**src/rtl/mem_port_arbiter_pkg.sv**
```systemverilog
// mem_arb_pkg: shared types and defaults for the IF/LSU memory port arbiter.
package mem_arb_pkg;

    localparam int DEF_ADDR_W       = 16;
    localparam int DEF_DATA_W       = 32;
    localparam int DEF_STARVE_LIMIT = 3;

    typedef enum logic [1:0] {OWN_NONE, OWN_IF, OWN_LSU} owner_e;
    typedef enum logic {LSU_PRIO, IF_PRIO} prio_e;

    function automatic int cnt_w(input int limit);
        return $clog2(limit + 1);
    endfunction

endpackage

```
**src/rtl/mem_port_arbiter_starve_ctr.sv**
```systemverilog
// arb_starve_ctr: counts consecutive IF denials, saturating, and flags when the limit is reached.
module arb_starve_ctr
    import mem_arb_pkg::*;
#(
    parameter  int LIMIT = DEF_STARVE_LIMIT,
    localparam int W     = cnt_w(LIMIT)
) (
    input  logic clk_i,
    input  logic rst_ni,
    input  logic if_req_i,
    input  logic if_gnt_i,
    input  logic lsu_gnt_i,
    output logic limit_hit_o
);

    localparam logic [W-1:0] LIM = W'(LIMIT);

    logic [W-1:0] cnt_q, cnt_d;

    // A served or withdrawn IF request ends the starvation streak.
    assign cnt_d = (if_gnt_i || !if_req_i) ? '0 :
                   (lsu_gnt_i && cnt_q != LIM) ? cnt_q + 1'b1 : cnt_q;

    assign limit_hit_o = (cnt_d == LIM);

    always_ff @(posedge clk_i or negedge rst_ni) begin
        if (!rst_ni) cnt_q <= '0;
        else         cnt_q <= cnt_d;
    end

endmodule

```
**src/rtl/mem_port_arbiter.sv**
```systemverilog
// mem_port_arbiter: shares one 1-cycle-latency single-port SRAM between instruction fetch and the LSU,
// LSU-first with a starvation override that gives IF one guaranteed grant.
module mem_port_arbiter
    import mem_arb_pkg::*;
#(
    parameter  int ADDR_W       = DEF_ADDR_W,
    parameter  int DATA_W       = DEF_DATA_W,
    parameter  int STARVE_LIMIT = DEF_STARVE_LIMIT,
    localparam int BE_W         = DATA_W / 8
) (
    input  logic              clk_i,
    input  logic              rst_ni,
    input  logic              if_req_i,
    input  logic [ADDR_W-1:0] if_addr_i,
    output logic              if_gnt_o,
    output logic              if_rvalid_o,
    output logic [DATA_W-1:0] if_rdata_o,
    input  logic              lsu_req_i,
    input  logic              lsu_we_i,
    input  logic [ADDR_W-1:0] lsu_addr_i,
    input  logic [BE_W-1:0]   lsu_be_i,
    input  logic [DATA_W-1:0] lsu_wdata_i,
    output logic              lsu_gnt_o,
    output logic              lsu_rvalid_o,
    output logic [DATA_W-1:0] lsu_rdata_o,
    output logic              mem_req_o,
    output logic              mem_we_o,
    output logic [ADDR_W-1:0] mem_addr_o,
    output logic [BE_W-1:0]   mem_be_o,
    output logic [DATA_W-1:0] mem_wdata_o,
    input  logic [DATA_W-1:0] mem_rdata_i
);

    prio_e  state_q, state_d;
    owner_e resp_q, resp_d;
    logic   resp_we_q, resp_we_d;
    logic   limit_hit;

    arb_starve_ctr #(.LIMIT(STARVE_LIMIT)) u_starve (
        .clk_i       (clk_i),
        .rst_ni      (rst_ni),
        .if_req_i    (if_req_i),
        .if_gnt_i    (if_gnt_o),
        .lsu_gnt_i   (lsu_gnt_o),
        .limit_hit_o (limit_hit)
    );

    always_ff @(posedge clk_i or negedge rst_ni) begin
        if (!rst_ni) state_q <= LSU_PRIO;
        else         state_q <= state_d;
    end

    always_comb begin
        state_d = (state_q == LSU_PRIO) ? (limit_hit ? IF_PRIO : LSU_PRIO)
                                        : ((if_gnt_o || !if_req_i) ? LSU_PRIO : IF_PRIO);
    end

    always_comb begin
        lsu_gnt_o   = lsu_req_i && (state_q == LSU_PRIO || !if_req_i);
        if_gnt_o    = if_req_i && !lsu_gnt_o;
        mem_req_o   = if_gnt_o || lsu_gnt_o;
        mem_we_o    = lsu_gnt_o && lsu_we_i;
        mem_addr_o  = lsu_gnt_o ? lsu_addr_i : (if_gnt_o ? if_addr_i : '0);
        mem_be_o    = mem_we_o ? lsu_be_i : '0;
        mem_wdata_o = mem_we_o ? lsu_wdata_i : '0;
    end

    // Response owner tracks the grant one cycle back, matching the SRAM read latency.
    assign resp_d    = lsu_gnt_o ? OWN_LSU : (if_gnt_o ? OWN_IF : OWN_NONE);
    assign resp_we_d = lsu_gnt_o && lsu_we_i;

    always_ff @(posedge clk_i or negedge rst_ni) begin
        if (!rst_ni) begin
            resp_q    <= OWN_NONE;
            resp_we_q <= 1'b0;
        end else begin
            resp_q    <= resp_d;
            resp_we_q <= resp_we_d;
        end
    end

    assign if_rvalid_o  = (resp_q == OWN_IF);
    assign lsu_rvalid_o = (resp_q == OWN_LSU);
    assign if_rdata_o   = if_rvalid_o ? mem_rdata_i : '0;
    assign lsu_rdata_o  = (lsu_rvalid_o && !resp_we_q) ? mem_rdata_i : '0;

endmodule
```
**config.mk**
```make
export PLATFORM = sky130hd
export DESIGN_NAME = mem_port_arbiter
export DESIGN_NICKNAME = d
export VERILOG_FILES = /design/src/rtl/mem_port_arbiter_pkg.sv /design/src/rtl/mem_port_arbiter_starve_ctr.sv /design/src/rtl/mem_port_arbiter.sv
export SDC_FILE = /design/constraint.sdc
export NUM_CORES = 1
export LEC_CHECK = 0
export CORE_AREA = 5 5 86 88
export CTS_CLUSTER_DIAMETER = 80
export DETAILED_ROUTE_END_ITERATION = 10
export DIE_AREA = 0 0 91 93
export GPL_TIMING_DRIVEN = 0
export HOLD_SLACK_MARGIN = 0.06
export PLACE_DENSITY = 0.89
export SETUP_SLACK_MARGIN = 0.2
export SYNTH_ARGS = -nofsm -noshare
export SYNTH_HDL_FRONTEND = slang
export SYNTH_SLANG_ARGS = --single-unit
export TNS_END_PERCENT = 30
```
**constraint.sdc**
```tcl
create_clock -name clk_i -period 2.8 [get_ports clk_i]
set_input_delay 0.56 -clock clk_i [delete_from_list [all_inputs] [get_ports clk_i]]
set_output_delay 0.56 -clock clk_i [all_outputs]
set_load 0.02 [all_outputs]
```
==> impl_metrics.env, run 1 <==
export IMPL_critical_path_top_cell_by_count="sky130_fd_sc_hd__buf_6"
export IMPL_filler_cell_count=645
export IMPL_routed_via_density=4.242
export IMPL_yosys_register_bits=6
export IMPL_synth_cell_types=21
export IMPL_clkSlewWorstSetupHoldPaths_ps=30
export IMPL_gr_total_overflow=0
export IMPL_crit_path_end_kind="primary output"
export IMPL_hold_viol=0
export IMPL_drt_iter0_markers=20
export IMPL_synth_area_top_cells="sky130_fd_sc_hd__and2_1 32%, sky130_fd_sc_hd__and3_1 18%, sky130_fd_sc_hd__mux2i_1 13%"
export IMPL_top_level_ports=227
export IMPL_total_iterations_of_the_first_detailed_routing_run=4
export IMPL_grt_pass1_wl_um=10580
export IMPL_sequentialPowerShare_pct=12.8
export IMPL_crit_family="buffers and inverters"
export IMPL_synth_nets=291
export IMPL_syn_cell_area_um2=1290
export IMPL_floorplan_initialDensity_pct=19.64
export IMPL_netlist_instances=185
export IMPL_critPathArrivalTime_ps=2060
export IMPL_dp_hpwl_um=6550
export IMPL_antenna_violating_nets_post_route=0
export IMPL_port_buffers=226
export IMPL_dr_total_vias=2104
export IMPL_fin_nets=524
export IMPL_ctsRootBufferMaster="sky130_fd_sc_hd__clkbuf_8"
export IMPL_area_growth_pct=173.8
export IMPL_synthesis_yosys_warnings=0
export IMPL_grt_max_degree=12
export IMPL_grt_antenna_before_repair=1
export IMPL_cp_cell_sequence="clkdlybuf4s50_1 -> a21boi_4 -> buf_6 -> buf_4 -> buf_6 -> and3_1 -> clkdlybuf4s15_2"
export IMPL_number_of_global_route_vias_before_repair=2140
export IMPL_maxSlewHeadroom_pct=72.10
export IMPL_fmax_mhz=382.4
export IMPL_fp_row_count=30
export IMPL_reg2reg_slack_ps=1660
export IMPL_hold_path_cell_count=1
export IMPL_hold_path_startpoint="state_q"
export IMPL_top_area_cell_type_share_of_the_netlist_area_pct=31.52
export IMPL_critPathRequiredTime_ps=2240
export IMPL_synth_area_per_cell_um2=6.973
export IMPL_clk_path_buf_depth=2
export IMPL_clkLatencyLatePin_ps=220
export IMPL_clock_power_share_pct=17.1
export IMPL_cp_num_buf_inv=5
export IMPL_crit_reg2reg_capture="state_q"
export IMPL_drive_gt1_share_pct=14.90
export IMPL_final_gp_congestion=0.7801
export IMPL_hold_ws_ps=519.3
export IMPL_critPathKind="in2out"
export IMPL_post_drt_wl_per_cell_um=14.66
export IMPL_diode_count=0
export IMPL_die_area_um2=8463
export IMPL_p_leak_uw=0.001781
export IMPL_cellInternalPower_uw=474.7
export IMPL_hp_class="reg2reg"
export IMPL_crit_path_max_fanout=10
export IMPL_cts_tree="built"
export IMPL_die_height_um=93
export IMPL_slowest_stage="sky130_fd_sc_hd__clkdlybuf4s50_1"
export IMPL_outcome="completed"
export IMPL_setup_repair_after_global_routing_missed_its_margin="yes"
export IMPL_worstReg2RegStart="u_starve.cnt_q[0]"
export IMPL_finalWirelength_um=7269
export IMPL_power_ir_vdd_worst_uv=172.8
export IMPL_power_frac_comb_pct=70.1
export IMPL_post_route_drc_count=0
export IMPL_die_width_um=91
export IMPL_clock_tree_htree_level_count=1
export IMPL_skew_ps=0.5080
export IMPL_setup_worst_path_start_class="input pin"
export IMPL_timing_worst_slew_pin_value_ps=418.6
export IMPL_period_minus_slack_ps=2615
export IMPL_globalRouteTotalUtil_pct=15.57
export IMPL_synthDominantAreaCellType="sky130_fd_sc_hd__and2_1"
export IMPL_worst_hold_path_endpoint="state_q"
export IMPL_cts_buffers_inserted=3
export IMPL_worst_slack_ps=184.9
export IMPL_synth_seq_area_share_pct=11.64
export IMPL_cap_violations=0
export IMPL_dp_worst_setup_slack_ps=-215.7
export IMPL_number_of_hold_buffers_added_after_cts=0
export IMPL_total_switching_power_uw=270.5
export IMPL_period_share_pct=93.40
export IMPL_finalMaxSlewViolations=0
export IMPL_power_switching_share_pct=36.29
export IMPL_placeableCoreArea_um2=6569
export IMPL_cts_sinks=6
export IMPL_power_density_nw_per_um2=211.0
export IMPL_cp_slowest_stage_delay_ps=500
export IMPL_final_setup_tns_ps=0
export IMPL_worst_r2r_path_depth=3
export IMPL_setup_viol=0
[flip-flops by register name, indices dropped and copies added, names as in the netlist]
register / flops
resp_q: 2
u_starve.cnt_q: 2
state_q: 1
resp_we_q: 1
[stage by stage]
step | total power (µW) | utilization, % | std cells | instance area (µm²)
after floorplan | 319.0 | - | 185 | 1290
after detailed placement | 655.1 | 55.60 | 491 | 3652
after CTS | 761.5 | 55.41 | 495 | 3640
final | 745.2 | 53.77 | 496 | 3532
after global placement | 647.1 | 55.60 | 491 | 3652
after global routing | 793.6 | 53.77 | 496 | 3532
[power groups by stage]
stage / sequential (µW) / combinational, µW / clock, µW
after CTS: 95.1 / 534 / 133
after global placement: 95.2 / 552 / 0
after floorplan: 94.9 / 224 / 0
after global routing: 95.9 / 556 / 142
final: 95.3 / 522 / 128
after detailed placement: 95.4 / 560 / 0
[synth_stat cells (all sizes together)]
cell and instances:
and2 65, and3 37, mux2i 17, nand2 17
inv 16, clkbuf 10, buf 7, dfrtp 6
nor2b 2, a21boi 1, and2b 1, ha 1
nor3 1, nor3b 1, nor4b 1, or2 1
xnor2 1
[cell usage in the layout (no fill, tap or decap), types with 6 or more instances in the layout]
cell                              count
sky130_fd_sc_hd__dlygate4sd2_1       16
sky130_fd_sc_hd__and2_1              65
sky130_fd_sc_hd__dfrtp_1              6
sky130_fd_sc_hd__inv_1               16
sky130_fd_sc_hd__buf_2               35
sky130_fd_sc_hd__clkdlybuf4s50_1    170
sky130_fd_sc_hd__nand2_1             17
sky130_fd_sc_hd__mux2i_1             17
sky130_fd_sc_hd__clkbuf_2             9
sky130_fd_sc_hd__and3_1              37
[logic make-up after synthesis]
kind of cell | share of synthesized area (%)
AOI/OAI and AO/OA | 0.8729
buffers and inverters | 14.16
muxes | 13.19
adders and majority gates | 0.9698
and+or+nand+nor | 58.49
xor gates and xnor gates | 0.6791
DFF | 11.64
[per-layer routing]
| layer | up-vias | part of all wire (%) | track usage, % |
|---|---|---|---|
| li1 | 1051 | - | - |
| met1 | 901 | 33 | 13.94 |
| met2 | 140 | 53 | 31.37 |
| met3 | 10 | 13 | 6.677 |
| met4 | 2 | 1.5 | 4.034 |
| met5 | - | 0.096 | 0 |
[area by class of cell]
| cell class | count | area [µm²] | area share (%) |
|---|---|---|---|
| inverter | 16 | 60.06 | 1.700 |
| sequential | 6 | 150.1 | 4.251 |
| buffer | 17 | 125.1 | 3.542 |
| timing repair buffer | 228 | 2085 | 59.02 |
| multi-input combinational | 146 | 970.9 | 27.49 |
| tap | 80 | 100.1 | 2.834 |
| clock buffer | 3 | 41.29 | 1.169 |
[how the worst max path moves through the flow]
stage | from | to | slack, ps | cells after the start
floorplan | lsu_req_i | mem_addr_o[10] | 770 | 4
global placement | lsu_req_i | mem_addr_o[2] | -230 | 6
detailed placement | lsu_req_i | mem_addr_o[2] | -220 | 6
CTS | lsu_req_i | mem_wdata_o[24] | 130 | 7
global route | lsu_req_i | mem_wdata_o[12] | 120 | 7
finish | lsu_req_i | mem_wdata_o[12] | 180 | 7
[what timing repair did]
item,4_1_cts,5_1_grt
endpoints found under the setup margin,61,73
gates resized for setup,149,27
setup buffers,1,1
Power figures use the tool's default switching activity.
==> run 2: changes to the inputs <==
--- a/config.mk
+++ b/config.mk
@@ -5,10 +5,11 @@
 export SDC_FILE = /design/constraint.sdc
 export NUM_CORES = 1
 export LEC_CHECK = 0
-export CORE_AREA = 5 5 86 88
+export CORE_ASPECT_RATIO = 0.8
+export CORE_MARGIN = 5
+export CORE_UTILIZATION = 19
 export CTS_CLUSTER_DIAMETER = 80
 export DETAILED_ROUTE_END_ITERATION = 10
-export DIE_AREA = 0 0 91 93
 export GPL_TIMING_DRIVEN = 0
 export HOLD_SLACK_MARGIN = 0.06
 export PLACE_DENSITY = 0.89
==> constraint.sdc (replaced) <==
create_clock -name clk_i -period 2.3 [get_ports clk_i]
set_input_delay 0.46 -clock clk_i [delete_from_list [all_inputs] [get_ports clk_i]]
set_output_delay 0.46 -clock clk_i [all_outputs]
set_load 0.02 [all_outputs]
==> run 2 against run 1 <==
Via count grew 0.81%. Worst setup slack gained 23 ps. Die area grew 1.0%. Sequential cell count is the same. Sequential power grew 22%. First-iteration DRC count shrank 15%. Count of clock-buffer cells in the layout is the same. Global-route usage grew 0.21 points. Register-to-register slack lost 570 ps. Critical path depth shrank 1. Cell area grew 2.3%. Clock power grew 17%. Critical endpoint is now mem_addr_o[8].
==> impl_metrics.env, run 2 (same netlist as run 1, synthesis figures left out) <==
export IMPL_clk_path_buf_depth=2
export IMPL_fp_row_count=26
export IMPL_grt_pass1_wl_um=11140
export IMPL_clock_tree_htree_level_count=1
export IMPL_worst_slack_ps=208.3
export IMPL_clock_power_share_pct=16.7
export IMPL_top_level_ports=227
export IMPL_diode_count=0
export IMPL_fmax_mhz=478.1
export IMPL_final_gp_congestion=0.7829
export IMPL_critPathKind="in2out"
export IMPL_cts_sinks=6
export IMPL_cts_buffers_inserted=3
export IMPL_grt_max_degree=11
export IMPL_final_area_um2=3615
export IMPL_setup_viol=0
export IMPL_power_ir_vdd_worst_uv=180.0
export IMPL_layer_with_the_highest_usage="met2"
export IMPL_sequentialPowerShare_pct=12.8
export IMPL_globalRouteTotalUtil_pct=15.78
export IMPL_power_density_nw_per_um2=249.6
export IMPL_reg_top3="resp_q: 2 flops, u_starve.cnt_q: 2 flops"
export IMPL_critPathArrivalTime_ps=1630
export IMPL_fin_cells=505
export IMPL_floorplan_initialDensity_pct=19.83
export IMPL_hold_ws_ps=478.0
export IMPL_finalWirelength_um=7436
export IMPL_post_layout_total_power_uw=902.3
export IMPL_period_share_pct=90.94
export IMPL_cts_tree="built"
export IMPL_area_growth_pct=180.2
export IMPL_crit_path_max_fanout=5
export IMPL_die_height_um=83.70
export IMPL_commonest_cells_after_routing_fill_and_taps_aside="103 x sky130_fd_sc_hd__clkdlybuf4s50_1, 65 x sky130_fd_sc_hd__and2_1, 59 x sky130_fd_sc_hd__dlygate4sd2_1"
export IMPL_clkLatencyLatePin_ps=220
export IMPL_outcome="completed"
export IMPL_dp_worst_setup_slack_ps=-527.6
export IMPL_number_of_hold_buffers_added_after_cts=0
export IMPL_die_width_um=102.1
export IMPL_placed_cells_incl_taps=495
export IMPL_drt_iter0_markers=17
export IMPL_met2_track_usage_gr_pct=30.27
export IMPL_fin_nets=529
export IMPL_number_of_global_route_vias_before_repair=2248
export IMPL_post_drt_wl_per_cell_um=14.72
export IMPL_ff_latch_area_um2=150.1
export IMPL_placedInstanceArea_um2=3657
export IMPL_gr_usage_met3_pct=5.013
export IMPL_total_iterations_of_the_first_detailed_routing_run=4
export IMPL_setup_repair_after_global_routing_missed_its_margin="yes"
export IMPL_filler_cell_count=599
export IMPL_cellInternalPower_uw=573.7
export IMPL_total_switching_power_uw=328.6
export IMPL_post_route_drc_count=0
export IMPL_cap_violations=0
export IMPL_hp_class="in2async"
export IMPL_skew_ps=1.581
export IMPL_crit_path_end_kind="primary output"
export IMPL_ctsRootBufferMaster="sky130_fd_sc_hd__clkbuf_8"
export IMPL_die_area_um2=8548
export IMPL_timing_worst_slew_pin_value_ps=396.9
export IMPL_power_frac_comb_pct=70.5
export IMPL_dp_hpwl_um=6528
export IMPL_port_buffers=226
export IMPL_finalMaxSlewViolations=0
export IMPL_layout_commonest_cell="sky130_fd_sc_hd__clkdlybuf4s50_1"
export IMPL_power_switching_share_pct=36.42
export IMPL_area_occupied_by_multi_input_gates_um2=972.2
export IMPL_placeableCoreArea_um2=6506
export IMPL_p_leak_uw=0.002023
export IMPL_clkSlewWorstSetupHoldPaths_ps=30
export IMPL_hold_viol=0
export IMPL_gr_total_overflow=0
export IMPL_drive_gt1_share_pct=21.38
export IMPL_setup_worst_path_start_class="input pin"
export IMPL_critPathRequiredTime_ps=1840
export IMPL_grt_antenna_before_repair=0
export IMPL_period_minus_slack_ps=2092
export IMPL_maxSlewHeadroom_pct=73.54
export IMPL_dr_total_vias=2121
export IMPL_antenna_violating_nets_post_route=0
export IMPL_globalRouteMet1Util_pct=16.79
export IMPL_routed_via_density=4.200
run 2: changes by cell type in the layout (fill, tap and decap cells not counted), moves of 3 or more:
cell and delta:
sky130_fd_sc_hd__clkbuf_2 +12, sky130_fd_sc_hd__dlygate4sd2_1 +43, sky130_fd_sc_hd__buf_2 -19, sky130_fd_sc_hd__clkdlybuf4s50_1 -67
sky130_fd_sc_hd__clkdlybuf4s15_1 +3, sky130_fd_sc_hd__buf_4 +9, sky130_fd_sc_hd__clkbuf_4 +3, sky130_fd_sc_hd__clkdlybuf4s15_2 +19
run 2: worst max-delay path, cell delays in order:
cell and delay [ps]:
sky130_fd_sc_hd__clkdlybuf4s15_2 220, sky130_fd_sc_hd__a21boi_4 210, sky130_fd_sc_hd__buf_8 150, sky130_fd_sc_hd__bufbuf_16 250, sky130_fd_sc_hd__mux2i_1 180, sky130_fd_sc_hd__buf_4 160
run 2: per-layer routing:
| metal | vias up | part of all wire [%] |
|---|---|---|
| met3 | 8 | 13 |
| met1 | 920 | 36 |
| met5 | - | 0 |
| met4 | 0 | 1.1 |
| li1 | 1063 | - |
| met2 | 130 | 50 |
run 2: path summary, 6_finish.rpt:
check                          from            end  slack, ps  cells past startpoint
min in group clk_i          state_q        state_q        520                      1
max                        if_req_i  mem_addr_o[8]        210                      6
max in group asynchronous    rst_ni        state_q       1620                      1
min reg2reg                 state_q        state_q        520                      1
max reg2reg                 state_q      resp_we_q       1090                      4
min                          rst_ni      resp_q[1]        480                      1
run 2: power groups by stage:
stage	sequential [µW]	combinational, µW	clock, µW
floorplan	116	273	0
global placement	116	672	0
detailed placement	116	680	0
CTS	116	644	153
global route	117	681	165
finish	116	636	150
run 2: timing repair:
item | 4_1_cts | 5_1_grt
endpoints found under the hold margin | 0 | 0
setup buffers | 4 | 1
gates resized for setup | 253 | 37
gates cloned | 2 | 0
pin swaps | 2 | 1
endpoints found under the setup margin | 121 | 76
run 2: per-stage QoR:
| step | TNS [ps] | util (%) |
|---|---|---|
| after floorplan | 0 | - |
| after global placement | -23730 | 56.21 |
| after detailed placement | -23590 | 56.21 |
| after CTS | 0 | 56.38 |
| after global routing | 0 | 55.56 |
| final | 0 | 55.56 |
run 2: area by class of cell:
class | instances | area share (%)
buffer | 17 | 3.877
clock buffer | 3 | 1.142
inverter | 16 | 1.661
multi-input combinational | 146 | 26.90
sequential | 6 | 4.154
tap | 84 | 2.908
timing repair buffer | 233 | 59.36
